## src/rtl/stdcore_pack_pkg.sv

```systemverilog
// Shared stdcore definitions: width helper and default sizing for the narrow-to-wide packer.
// Imported by the packer and its interface so CW is derived identically everywhere.
package stdcore_pack_pkg;

  localparam int unsigned DefaultDw    = 8;
  localparam int unsigned DefaultRatio = 4;

  // Ceiling log2; clog2(1) = 0, clog2(5) = 3.
  function automatic int unsigned clog2(input int unsigned n);
    int unsigned r;
    r = 0;
    while ((32'd1 << r) < n) begin
      r = r + 1;
    end
    return r;
  endfunction

endpackage

```

## src/rtl/stdcore_pack_if.sv

```systemverilog
// Producer (p side) and consumer (c side) handshake bundle of the packer.
// The packer sits on the slave modport; the surrounding producer/consumer on master.
interface stdcore_pack_if
  import stdcore_pack_pkg::*;
#(
  parameter int unsigned DW    = DefaultDw,
  parameter int unsigned RATIO = DefaultRatio
);

  localparam int unsigned CW = clog2(RATIO + 1);

  logic [DW-1:0]       p;
  logic                p_last;
  logic                p_val;
  logic                p_rdy;
  logic [DW*RATIO-1:0] c;
  logic [CW-1:0]       c_cnt;
  logic                c_last;
  logic                c_val;
  logic                c_rdy;

  modport master (
    output p, p_last, p_val, c_rdy,
    input  p_rdy, c, c_cnt, c_last, c_val
  );

  modport slave (
    input  p, p_last, p_val, c_rdy,
    output p_rdy, c, c_cnt, c_last, c_val
  );

endinterface

```

## src/rtl/stdcore_pack.sv

```systemverilog
// Narrow-to-wide packer: gathers RATIO DW-bit words into one wide word behind a single
// output register; p_last closes a packet early with a lane count in c_cnt.
module stdcore_pack
  import stdcore_pack_pkg::*;
#(
  parameter int unsigned DW    = DefaultDw,
  parameter int unsigned RATIO = DefaultRatio
) (
  input logic           clk,
  input logic           rst_n,
  stdcore_pack_if.slave bus
);

  localparam int unsigned CW = clog2(RATIO + 1);
  localparam int unsigned NW = clog2(RATIO);
  localparam int unsigned OW = DW * RATIO;

  logic [NW-1:0]             cnt_q, cnt_d;
  logic [RATIO-2:0][DW-1:0]  acc_q, acc_d;
  logic [OW-1:0]             c_q, c_d;
  logic [CW-1:0]             c_cnt_q, c_cnt_d;
  logic                      c_last_q, c_last_d;
  logic                      c_val_q, c_val_d;
  logic                      p_rdy;
  logic                      accept;
  logic                      at_top;
  logic                      close;

  // Any held output word stalls the input entirely, including accumulation.
  assign p_rdy  = !c_val_q || bus.c_rdy;
  assign accept = bus.p_val && p_rdy;
  assign at_top = (cnt_q == NW'(RATIO - 1));
  assign close  = accept && (bus.p_last || at_top);

  always_comb begin : acc_next
    acc_d = acc_q;
    cnt_d = cnt_q;
    if (close) begin
      acc_d = '0;
      cnt_d = '0;
    end else if (accept) begin
      for (int unsigned l = 0; l < RATIO - 1; l++) begin
        if (cnt_q == NW'(l)) begin
          acc_d[l] = bus.p;
        end
      end
      cnt_d = cnt_q + NW'(1);
    end
  end

  always_comb begin : out_next
    c_d      = c_q;
    c_cnt_d  = c_cnt_q;
    c_last_d = c_last_q;
    c_val_d  = c_val_q;
    if (c_val_q && bus.c_rdy) begin
      c_val_d = 1'b0;
    end
    if (close) begin
      // Lanes below cnt come from acc, lane cnt is the closing word, lanes above stay 0.
      c_d = '0;
      for (int unsigned l = 0; l < RATIO - 1; l++) begin
        if (NW'(l) < cnt_q) begin
          c_d[l*DW +: DW] = acc_q[l];
        end
      end
      for (int unsigned l = 0; l < RATIO; l++) begin
        if (cnt_q == NW'(l)) begin
          c_d[l*DW +: DW] = bus.p;
        end
      end
      c_cnt_d  = CW'(cnt_q) + CW'(1);
      c_last_d = bus.p_last;
      c_val_d  = 1'b1;
    end
  end

  always_ff @(posedge clk) begin
    if (!rst_n) begin
      cnt_q    <= '0;
      acc_q    <= '0;
      c_q      <= '0;
      c_cnt_q  <= '0;
      c_last_q <= 1'b0;
      c_val_q  <= 1'b0;
    end else begin
      cnt_q    <= cnt_d;
      acc_q    <= acc_d;
      c_q      <= c_d;
      c_cnt_q  <= c_cnt_d;
      c_last_q <= c_last_d;
      c_val_q  <= c_val_d;
    end
  end

  assign bus.p_rdy  = p_rdy;
  assign bus.c      = c_q;
  assign bus.c_cnt  = c_cnt_q;
  assign bus.c_last = c_last_q;
  assign bus.c_val  = c_val_q;

endmodule

```

## src/flat_wrapper.sv

```systemverilog
// flat-port wrapper written by rule: the top's interface ports become plain ports
module stdcore_pack_flat import stdcore_pack_pkg::*;
#(
  parameter int unsigned DW    = DefaultDw,
  parameter int unsigned RATIO = DefaultRatio
)
  (clk, rst_n, bus_p, bus_p_last, bus_p_val, bus_c_rdy, bus_p_rdy, bus_c, bus_c_cnt, bus_c_last, bus_c_val);
  stdcore_pack_if #(.DW(DW), .RATIO(RATIO)) bus_i ();
  input logic clk;
  input logic rst_n;
  input wire logic [$bits(bus_i.p)-1:0] bus_p;
  input wire logic [$bits(bus_i.p_last)-1:0] bus_p_last;
  input wire logic [$bits(bus_i.p_val)-1:0] bus_p_val;
  input wire logic [$bits(bus_i.c_rdy)-1:0] bus_c_rdy;
  output wire logic [$bits(bus_i.p_rdy)-1:0] bus_p_rdy;
  output wire logic [$bits(bus_i.c)-1:0] bus_c;
  output wire logic [$bits(bus_i.c_cnt)-1:0] bus_c_cnt;
  output wire logic [$bits(bus_i.c_last)-1:0] bus_c_last;
  output wire logic [$bits(bus_i.c_val)-1:0] bus_c_val;
  assign bus_i.p = bus_p;
  assign bus_i.p_last = bus_p_last;
  assign bus_i.p_val = bus_p_val;
  assign bus_i.c_rdy = bus_c_rdy;
  assign bus_p_rdy = bus_i.p_rdy;
  assign bus_c = bus_i.c;
  assign bus_c_cnt = bus_i.c_cnt;
  assign bus_c_last = bus_i.c_last;
  assign bus_c_val = bus_i.c_val;
  stdcore_pack #(.DW(DW), .RATIO(RATIO)) u_core (.clk(clk), .rst_n(rst_n), .bus(bus_i));
endmodule
```

## config.mk

```make
export PLATFORM = sky130hd
export DESIGN_NAME = stdcore_pack_flat
export DESIGN_NICKNAME = d
export VERILOG_FILES = /design/src/rtl/stdcore_pack_pkg.sv /design/src/rtl/stdcore_pack_if.sv /design/src/rtl/stdcore_pack.sv /design/src/flat_wrapper.sv
export SDC_FILE = /design/constraint.sdc
export NUM_CORES = 1
export LEC_CHECK = 0
export CAP_MARGIN = 40
export CORE_UTILIZATION = 47
export DETAILED_ROUTE_END_ITERATION = 10
export PLACE_DENSITY = 0.82
export REMOVE_ABC_BUFFERS = 1
export SLEW_MARGIN = 30
export SYNTH_ARGS = -nofsm -noshare
export SYNTH_HDL_FRONTEND = slang
export SYNTH_SLANG_ARGS = --single-unit
```

## constraint.sdc

```tcl
create_clock -name clk -period 1.4 [get_ports clk]
set_input_delay 0.28 -clock clk [delete_from_list [all_inputs] [get_ports clk]]
set_output_delay 0.28 -clock clk [all_outputs]
set_load 0.02 [all_outputs]
```

## Word-level counts from Yosys, hierarchy flattened

Cells that the tools add are included.

- $add $sub $neg: 2
- Multiply operators: 0
- Div/mod/pow operators: 0
- Order comparisons: 3
- Equality and inequality tests: 3
- Shifts and indexed selects: 0
- Multiplexer cells: 9
- Bitwise gates (word level): 1
- Reductions and logical operators: 12

Operator list:

| cell | number |
|---|---|
| $mux W8 | 7 |
| $reduce_and A2 Y1 | 3 |
| $eq A2 B2 Y1 const B | 2 |
| $lt A1 B2 Y1 const A | 2 |
| $add A2 B1 Y3 const B | 1 |
| $logic_and A1 B1 Y1 | 3 |
| $add A2 B1 Y2 const B | 1 |
| $eq A2 B1 Y1 const B | 1 |
| $logic_not A2 Y1 | 1 |
| $logic_or A1 B1 Y1 | 2 |
| $lt A2 B2 Y1 const A | 1 |
| $mux W1 | 2 |
| $reduce_bool A2 Y1 | 1 |
| $reduce_or A2 Y1 | 1 |
| $logic_not A1 Y1 | 1 |
| $not A1 Y1 | 1 |

- Bits in registers: 63
- Bits in latches: 0
- RAM bits: 0
- Bits in read-only memories: 0
- Input port bits: 13
- Output and inout port bits: 38
- Word-level logic and storage cells: 38
- Memories: 0

## Longest topological paths before layout

Gate-level depths: netlist (run 1).

- Depth in word-level cells: 5
- Depth in mapped cells: 8
- Mapped depth without buffers: 5

## Least setup slack after synthesis (run 1)

Ideal clock, no wire load.

- Path type: reg-to-reg
- Start point: reg u_core.cnt_q[1]
- End point: reg u_core.c_q[14], in the netlist u_core.bus.c[14]
- Data arrival time: 1498 ps
- Data required time: 1321 ps
- Slack: -177 ps
- Cell stages (with the launch flop): 8
- Path buffers: 2
- Period minus slack after synthesis: 1577 ps
- Cells stage by stage: dfxtp_1 -> clkbuf_1 -> inv_1 -> ha_1 -> clkbuf_1 -> and3b_1 -> a21oi_1 -> a211oi_2

- Longest elaborated chain between the ends: 3

RTL lines:

| element | RTL line | RTL |
|---|---|---|
| start, declared | stdcore_pack.sv:18 | `logic [NW-1:0] cnt_q, cnt_d;` |
| start signal, assigned | stdcore_pack.sv:87 | `cnt_q <= cnt_d;` |
| $lt A1 B2 Y1 or $eq A2 B2 Y1 (tied branches) | stdcore_pack.sv:63, stdcore_pack.sv:32 |  |
| $mux W8 or $logic_or A1 B1 Y1 (tied branches) | stdcore_pack.sv:63, stdcore_pack.sv:33 |  |
| $mux W8 or $logic_and A1 B1 Y1 (tied branches) | stdcore_pack.sv:68, stdcore_pack.sv:33 |  |
| end signal, assigned | stdcore_pack.sv:82 | `c_q <= '0;` |
| end signal, assigned | stdcore_pack.sv:89 | `c_q <= c_d;` |
| end, declared | stdcore_pack.sv:20 | `logic [OW-1:0] c_q, c_d;` |

Several ways; a longest one is shown, not always the timed one.
A chain may end at the register's enable or synchronous reset.

## Worst setup path after layout (run 1)

- Start point: reg u_core.cnt_q[1]
- End point: reg u_core.c_q[30], in the netlist u_core.bus.c[30]

- Longest elaborated chain between the ends: 3

RTL lines:

| element | RTL line | RTL |
|---|---|---|
| $eq A2 B2 Y1 (*) | stdcore_pack.sv:32, stdcore_pack.sv:68 |  |
| $logic_or A1 B1 Y1 | stdcore_pack.sv:33 | `assign close = accept && (bus.p_last \|\| at_top);` |
| $logic_and A1 B1 Y1 | stdcore_pack.sv:33 |  |

Every way passes the cells marked *; elsewhere a longest branch is shown, timed or not.

==> impl_table.tex, run 1 <==
\begin{tabular}{lr}
\hline
Metric & Value \\
\hline
\multicolumn{2}{l}{\textbf{Run status}} \\
\quad Result of the run & complete, but fails checks \\
\quad Violations in the final reports & setup timing \\
\multicolumn{2}{l}{\textbf{Final layout}} \\
\quad Layout cell share with drive strength beyond 1 & 0.4084 \\
\quad Syn-to-layout area delta & 62.63\% \\
\quad Final Util & 0.7910 \\
\quad Final nets & 418 \\
\quad Number of diodes added for antenna fixing & 0 \\
\quad Filler instances & 351 \\
\multicolumn{2}{l}{\textbf{Hold path}} \\
\quad Hold Path Class & in -> reg \\
\quad Worst Hold Endpoint & u\_core.bus.c\_last \\
\quad Launch point of the worst hold path & bus\_p\_last \\
\quad Count of cells along the worst hold path & 4 \\
\multicolumn{2}{l}{\textbf{STA}} \\
\quad Post-route fraction of the period consumed by the critical path & 1.132 \\
\quad Max-slew headroom at the worst pin & 0.6875 \\
\quad Final-layout setup total negative slack & -5.060 ns \\
\quad RSZ-0062 raised after global routing & true \\
\quad Final critical delay including setup and external delays & 1.585 ns \\
\quad Achievable clock frequency & 630.9 MHz \\
\quad Worst Hold Margin & 0.4579 ns \\
\quad Final slew viol count & 0 \\
\quad Worst path setup slack after routing & -0.1850 ns \\
\quad Hold Fails Final Rpt & 0 \\
\quad Maximum clock skew at final layout & 0.004651 ns \\
\quad Final setup violating endpoints & 60 \\
\quad Actual slew at the worst max-slew pin & 0.4673 ns \\
\multicolumn{2}{l}{\textbf{Pwr}} \\
\quad Leakage component of the power & 1.899 nW \\
\quad Switching component of the power & 1.280 mW \\
\quad Areal power density over the cells & 932.3 mW/mm² \\
\quad Clk network pwr share & 0.318 \\
\quad Sequential Power Share & 0.444 \\
\quad Fraction of power spent switching nets & 0.2950 \\
\quad Post-layout power & 4.340 mW \\
\quad Internal power consumption & 3.060 mW \\
\quad Worst ir drop on vdd & 0.6574 mV \\
\quad Share of power burned in combinational logic & 0.238 \\
\multicolumn{2}{l}{\textbf{Floorplanning}} \\
\quad Chip Width & 80.05 µm \\
\quad \# IOs & 51 \\
\quad Core ar. & 0.005886 mm² \\
\quad Die footprint & 0.006407 mm² \\
\quad DIE HEIGHT & 80.05 µm \\
\quad Standard-cell rows & 28 \\
\quad Initial cell density of the core & 0.4864 \\
\multicolumn{2}{l}{\textbf{Global route}} \\
\quad Aggregate global routing overflow & 0 \\
\quad Global route hottest layer & met2 \\
\quad GRT met1 Usage & 0.4032 \\
\quad Largest net degree at the start of global routing & 36 \\
\quad Number of global-route vias before repair & 2719 \\
\quad All-Layer GR Usage & 0.3153 \\
\quad M2 GR Usage & 0.5043 \\
\quad Wire length of the first global-routing pass & 14840 µm \\
\quad Antenna violations before repair & 0 \\
\quad Grt met3 use & 0.08457 \\
\multicolumn{2}{l}{\textbf{Clocking}} \\
\quad TritonCTS buffer count & 9 \\
\quad Cell chosen for the clock root & sky130\_fd\_sc\_hd\_\_clkbuf\_8 \\
\quad Clock network latency to the later pin of the worst-skew pair & 0.34 ns \\
\quad Buffer levels on the longest clock path & 2 \\
\quad H-Tree Depth & 3 \\
\quad Clock tree from TritonCTS & yes \\
\quad Count of clock tree sinks & 63 \\
\quad Clock Pin Slew Worst Setup and Hold Paths & 0.06 ns \\
\multicolumn{2}{l}{\textbf{Placed design}} \\
\quad IO buf count & 50 \\
\quad Post-DP HPWL & 5037 µm \\
\quad Weighted congestion reported at the end of routability-driven placement & 0.8226 \\
\multicolumn{2}{l}{\textbf{Synthesis}} \\
\quad Share of synthesized area occupied by flip-flops and latches & 0.4406 \\
\quad Leading cell type by number of instances after synthesis & sky130\_fd\_sc\_hd\_\_dfxtp\_1 \\
\quad Synthesis Warnings & 0 \\
\quad Top post-synthesis cells by area & sky130\_fd\_sc\_hd\_\_dfxtp\_1, sky130\_fd\_sc\_hd\_\_a21oi\_1, sky130\_fd\_sc\_hd\_\_a31oi\_1 \\
\quad Mapped Area & 0.002863 mm² \\
\quad Proportion of synthesized flip-flops having asynchronous set or reset & 0 \\
\quad Synth area leader & sky130\_fd\_sc\_hd\_\_dfxtp\_1 \\
\quad Commonest cells in the synthesized netlist & sky130\_fd\_sc\_hd\_\_dfxtp\_1, sky130\_fd\_sc\_hd\_\_a21oi\_1, sky130\_fd\_sc\_hd\_\_a31oi\_1 \\
\quad Number of instances in the synthesized netlist & 301 \\
\quad Seq cells post-synth & 63 \\
\quad Synthesized area divided by synthesized cell count & 9.511 µm² \\
\quad Share of Yosys cell area claimed by the top area cell type & 0.4406 \\
\quad Synth Flop Type & sky130\_fd\_sc\_hd\_\_dfxtp\_1 \\
\quad Number of enable-type register cells in the synthesized netlist & 0 \\
\quad Count of cell types in the netlist & 34 \\
\multicolumn{2}{l}{\textbf{Setup path}} \\
\quad Maximum net fanout on the critical path & 8 \\
\quad Worst endpoint data arrival time & 1.87 ns \\
\quad Required arrival time at the worst endpoint & 1.68 ns \\
\quad Crit end category & register \\
\quad Setup slack of the worst register-to-register path & -0.18 ns \\
\quad End of the worst register-to-register path & u\_core.bus.c[30] \\
\quad Worst reg-to-reg path cell count & 6 \\
\quad Launching element type of the critical path & register \\
\quad Type of the setup path with the least slack & reg -> reg \\
\quad Start of the worst register-to-register path & u\_core.cnt\_q[1] \\
\multicolumn{2}{l}{\textbf{Route}} \\
\quad WL final & 11010 µm \\
\quad DRC Markers & 0 \\
\quad Routed wirelength normalized by instance count & 22.99 µm \\
\quad First-pass DRT Iterations & 5 \\
\quad Detail Route Antenna Nets & 0 \\
\quad Number of DRC violations after detailed-routing iteration 0 & 270 \\
\quad Number of vias in the routed layout & 3146 \\
\quad Number of vias per cell & 6.568 \\
\multicolumn{2}{l}{\textbf{Flow run}} \\
\quad Number of max-cap violations & 0 \\
\hline
\end{tabular}
==> power groups by stage <==
| stage | Sequential, mW | Combinational, mW | Clock (mW) |
|---|---|---|---|
| after floorplan | 2.01 | 0.283 | 0 |
| after global placement | 1.94 | 0.697 | 0 |
| after detailed placement | 1.95 | 0.715 | 0 |
| after CTS | 1.91 | 0.853 | 1.38 |
| after global routing | 1.93 | 1.07 | 1.44 |
| final | 1.93 | 1.03 | 1.38 |
==> through the flow <==
step | setup WS, ns | cell area [µm²] | instances
6_report | -0.1850 | 4656 | 479
5_1_grt | -0.2040 | 4656 | 479
4_1_cts | -0.1554 | 4278 | 471
3_5_place_dp | -0.6290 | 3612 | 435
3_3_place_gp | -0.7774 | 3597 | 434
2_1_floorplan | -1.301 | 2688 | 272
==> critical path, cell delays in order, from the launching register on <==
cell and delay [ns]:
sky130_fd_sc_hd__dfxtp_2 0.34, sky130_fd_sc_hd__ha_4 0.16, sky130_fd_sc_hd__buf_6 0.11, sky130_fd_sc_hd__or2_4 0.27
sky130_fd_sc_hd__buf_12 0.15, sky130_fd_sc_hd__a31oi_4 0.28, sky130_fd_sc_hd__a22o_1 0.20
==> layout by cell type (no fill, tap or decap), types with 12 or more instances in the layout <==
| cell type | count |
|---|---|
| sky130_fd_sc_hd__dfxtp_1 | 60 |
| sky130_fd_sc_hd__buf_4 | 39 |
| sky130_fd_sc_hd__dlygate4sd2_1 | 37 |
| sky130_fd_sc_hd__a21oi_1 | 24 |
| sky130_fd_sc_hd__a211oi_2 | 20 |
| sky130_fd_sc_hd__nand3_1 | 19 |
| sky130_fd_sc_hd__nand2_1 | 18 |
| sky130_fd_sc_hd__and3b_1 | 16 |
| sky130_fd_sc_hd__buf_6 | 13 |
| sky130_fd_sc_hd__a31oi_4 | 12 |
| sky130_fd_sc_hd__o21ai_0 | 12 |
==> per-layer routing <==
metal,wire length [µm],vias to the layer above
met3,922,48
met2,5245,212
met1,4359,1556
li1,-,1330
met4,482,0
met5,0,-
==> registers in the layout (all words and copies together), names as in the netlist <==
| register | cells |
|---|---|
| u_core.acc_q | 24 |
| u_core.bus.c | 32 |
| u_core.bus.c_cnt | 3 |
| u_core.bus.c_last | 1 |
| u_core.bus.c_val | 1 |
| u_core.cnt_q | 2 |
==> logic make-up (layout without fill, tap and decap cells) <==
| kind of cell | count (synthesis) | count (layout) | synth area share |
|---|---|---|---|
| muxes | 9 | 9 | 0.03147 |
| buffers and inverters | 35 | 138 | 0.06906 |
| adders and majority gates | 4 | 4 | 0.01748 |
| AOI/OAI and AO/OA | 125 | 125 | 0.2985 |
| DFF | 63 | 63 | 0.4406 |
| and+or+nand+nor | 65 | 65 | 0.1429 |
==> layout make-up <==
| type | count | area [µm²] | share of cell area |
|---|---|---|---|
| Inverter | 6 | 27.53 | 0.005912 |
| Sequential cell | 63 | 1265 | 0.2717 |
| Clock inverter | 1 | 5.005 | 0.001075 |
| Timing Repair Buffer | 118 | 1251 | 0.2687 |
| Multi-Input combinational cell | 203 | 1854 | 0.3983 |
| Tap cell | 75 | 93.84 | 0.02016 |
| Clock buffer | 13 | 158.9 | 0.03413 |
==> worst max-delay path by stage <==
stage | start | to | cells past startpoint
2_1_floorplan | u_core.bus.c_val | u_core.bus.c[24] | 4
3_3_place_gp | bus_p_val | u_core.bus.c[4] | 4
3_5_place_dp | bus_c_rdy | bus_p_rdy | 5
4_1_cts | u_core.cnt_q[0] | u_core.bus.c[27] | 6
5_1_grt | u_core.cnt_q[1] | u_core.bus.c[30] | 6
6_report | u_core.cnt_q[1] | u_core.bus.c[30] | 6
==> timing repair <==
item                                    CTS  global route
pin swaps                                36            28
hold buffers                              0             0
resized for setup                       112            60
endpoints found under the setup margin  101            63
gates cloned                              4             3
setup buffers                            18             9
Power figures use the tool's default switching activity.
==> inputs of run 2 (changes only) <==
- CORE_UTILIZATION: 47 -> 52
- PLACE_DENSITY: 0.82 -> 0.86
- clock period: 1.4 -> 1.7 ns (I/O delays scaled with it)
==> impl_table.tex, run 2 (synthesis gave the netlist of run 1 again) <==
\begin{tabular}{lr}
\hline
Metric & Value \\
\hline
\multicolumn{2}{l}{\textbf{Global route}} \\
\quad Wire length of the first global-routing pass & 12830 µm \\
\quad Number of global-route vias before repair & 2584 \\
\quad Largest net degree at the start of global routing & 25 \\
\quad All-Layer GR Usage & 0.2816 \\
\quad Aggregate global routing overflow & 0 \\
\quad Antenna violations before repair & 0 \\
\multicolumn{2}{l}{\textbf{Setup path}} \\
\quad Required arrival time at the worst endpoint & 1.36 ns \\
\quad Start of the worst register-to-register path & u\_core.cnt\_q[1] \\
\quad Crit-path max cell delay & 0.42 ns \\
\quad End of the worst register-to-register path & u\_core.bus.c[30] \\
\quad Cell family with most CP delay & buffers and inverters \\
\quad Setup slack of the worst register-to-register path & 0.12 ns \\
\quad Type of the setup path with the least slack & in -> out \\
\quad Launching element type of the critical path & input pin \\
\quad Cell with the largest stage delay on the worst path & sky130\_fd\_sc\_hd\_\_clkdlybuf4s50\_1 \\
\quad Worst reg-to-reg path cell count & 5 \\
\quad Worst setup startpoint & bus\_c\_rdy \\
\quad Buffers \& Inverters on Critical Path & 3 \\
\quad Crit end category & primary output \\
\quad Worst endpoint data arrival time & 1.32 ns \\
\quad Maximum net fanout on the critical path & 2 \\
\quad Cell-by-cell listing of the critical path & clkdlybuf4s50\_1, nor2b\_1, inv\_2, dlygate4sd2\_1 \\
\multicolumn{2}{l}{\textbf{Final layout}} \\
\quad Final nets & 379 \\
\quad Number of diodes added for antenna fixing & 0 \\
\quad Cell Count, Final, Fillers Out & 436 \\
\quad Leading cell types in the layout, fill and taps excluded & sky130\_fd\_sc\_hd\_\_dfxtp\_1, sky130\_fd\_sc\_hd\_\_clkdlybuf4s50\_1, sky130\_fd\_sc\_hd\_\_a21oi\_1 \\
\quad Final Util & 0.7214 \\
\quad Syn-to-layout area delta & 31.16\% \\
\quad Largest register FFs & 32 \\
\quad Most common cell after layout, fill and taps aside & sky130\_fd\_sc\_hd\_\_dfxtp\_1 \\
\quad Layout cell share with drive strength beyond 1 & 0.1776 \\
\multicolumn{2}{l}{\textbf{STA}} \\
\quad Final critical delay including setup and external delays & 1.658 ns \\
\quad Hold Fails Final Rpt & 0 \\
\quad Achievable clock frequency & 603.2 MHz \\
\quad Max-slew headroom at the worst pin & 0.7193 \\
\quad Final setup violating endpoints & 0 \\
\quad Post-route fraction of the period consumed by the critical path & 0.9752 \\
\quad Maximum clock skew at final layout & 0.006876 ns \\
\quad RSZ-0062 raised after global routing & false \\
\quad Actual slew at the worst max-slew pin & 0.4197 ns \\
\quad Final-layout setup total negative slack & 0 ns \\
\quad Final slew viol count & 0 \\
\multicolumn{2}{l}{\textbf{Clocking}} \\
\quad H-Tree Depth & 3 \\
\quad Count of clock tree sinks & 63 \\
\quad Clock network latency to the later pin of the worst-skew pair & 0.34 ns \\
\quad Clock Pin Slew Worst Setup and Hold Paths & 0.07 ns \\
\quad Buffer levels on the longest clock path & 2 \\
\quad Clock tree from TritonCTS & yes \\
\quad Cell chosen for the clock root & sky130\_fd\_sc\_hd\_\_clkbuf\_8 \\
\quad TritonCTS buffer count & 9 \\
\multicolumn{2}{l}{\textbf{Hold path}} \\
\quad Count of cells along the worst hold path & 2 \\
\quad Launch point of the worst hold path & u\_core.bus.c\_cnt[1] \\
\quad Worst Hold Endpoint & u\_core.bus.c\_cnt[1] \\
\quad Hold Path Class & reg -> reg \\
\multicolumn{2}{l}{\textbf{Floorplanning}} \\
\quad Standard-cell rows & 26 \\
\quad DIE HEIGHT & 76.20 µm \\
\quad \# IOs & 51 \\
\quad Core ar. & 0.005205 mm² \\
\quad Initial cell density of the core & 0.5500 \\
\quad Chip Width & 76.20 µm \\
\quad Die footprint & 0.005806 mm² \\
\multicolumn{2}{l}{\textbf{Route}} \\
\quad Number of vias per cell & 6.050 \\
\quad Detail Route Antenna Nets & 0 \\
\quad DRC Markers & 0 \\
\quad Number of DRC violations after detailed-routing iteration 0 & 280 \\
\quad Number of vias in the routed layout & 2638 \\
\quad Routed wirelength normalized by instance count & 17.73 µm \\
\quad WL final & 7731 µm \\
\quad First-pass DRT Iterations & 7 \\
\multicolumn{2}{l}{\textbf{Placed design}} \\
\quad Number of placed cells counting well taps & 419 \\
\quad IO buf count & 50 \\
\quad Weighted congestion reported at the end of routability-driven placement & 0.8478 \\
\quad Post-DP HPWL & 4791 µm \\
\multicolumn{2}{l}{\textbf{Pwr}} \\
\quad Worst ir drop on vdd & 0.7583 mV \\
\quad Post-layout power & 3.588 mW \\
\quad Leakage component of the power & 1.408 nW \\
\quad Areal power density over the cells & 955.4 mW/mm² \\
\multicolumn{2}{l}{\textbf{Flow run}} \\
\quad Number of max-cap violations & 0 \\
\multicolumn{2}{l}{\textbf{Run status}} \\
\quad Result of the run & complete, no violations \\
\hline
\end{tabular}
run 2: per-layer routing:
layer,vias up,GRT usage,part of all wire
li1,1251,-,-
met2,105,0.4473,0.50
met3,14,0.07784,0.070
met1,1268,0.3481,0.41
met5,-,0,0
met4,0,0.1481,0.020
run 2: report_power, final:
group,internal [mW],leakage (nW),total [mW],switching (mW)
clock network,0.853,0.109,1.44,0.588
logic,0.249,0.785,0.572,0.323
registers,1.54,0.514,1.57,0.0348
run 2: tightest hold or removal path, delay by kind of cell (launching register included):
family           cells  cell delay, ns
DFF                  1            0.31
and+or+nand+nor      1            0.06
muxes                1            0.05
run 2: final cells by class:
class | count | area, µm²
Multi-Input combinational cell | 203 | 1416
Tap cell | 70 | 87.58
Clock inverter | 4 | 70.07
Clock buffer | 11 | 141.4
Inverter | 6 | 22.52
Timing Repair Buffer | 79 | 754.5
Sequential cell | 63 | 1262
Fill cell | 393 | 1450
run 2: timing repair:
item,in CTS,in global routing
hold buffers,0,0
resized for setup,1,3
buffers inserted,2,0
hold endpoints to repair,0,0
pin swaps,2,0
endpoints found under the setup margin,9,22
run 2: how the worst max path moves through the flow:
stage | to | slack (ns) | cells past startpoint
after floorplan | u_core.bus.c[24] | -1.00 | 4
after global placement | bus_p_rdy | -0.14 | 4
after detailed placement | u_core.bus.c[6] | -0.16 | 6
after CTS | u_core.acc_q[12] | 0.01 | 5
after global routing | bus_c[24] | 0.006 | 1
final | bus_p_rdy | 0.04 | 4
run 2: metrics by stage:
stage                     setup slack (ns)  area [µm²]  hold slack [ns]
after floorplan                     -1.001        2688           0.4420
after global placement             -0.1365        3516           0.4491
after detailed placement           -0.1635        3516           0.4537
after CTS                          0.01383        3741           0.4682
after global routing              0.006045        3755           0.4911
final                              0.04217        3755           0.4690
==> inputs of run 3 (changes only) <==
- CTS_CLUSTER_SIZE: default -> 16
==> results of run 3 <==
Final layout, timing and power as in run 2 (identical DEF).
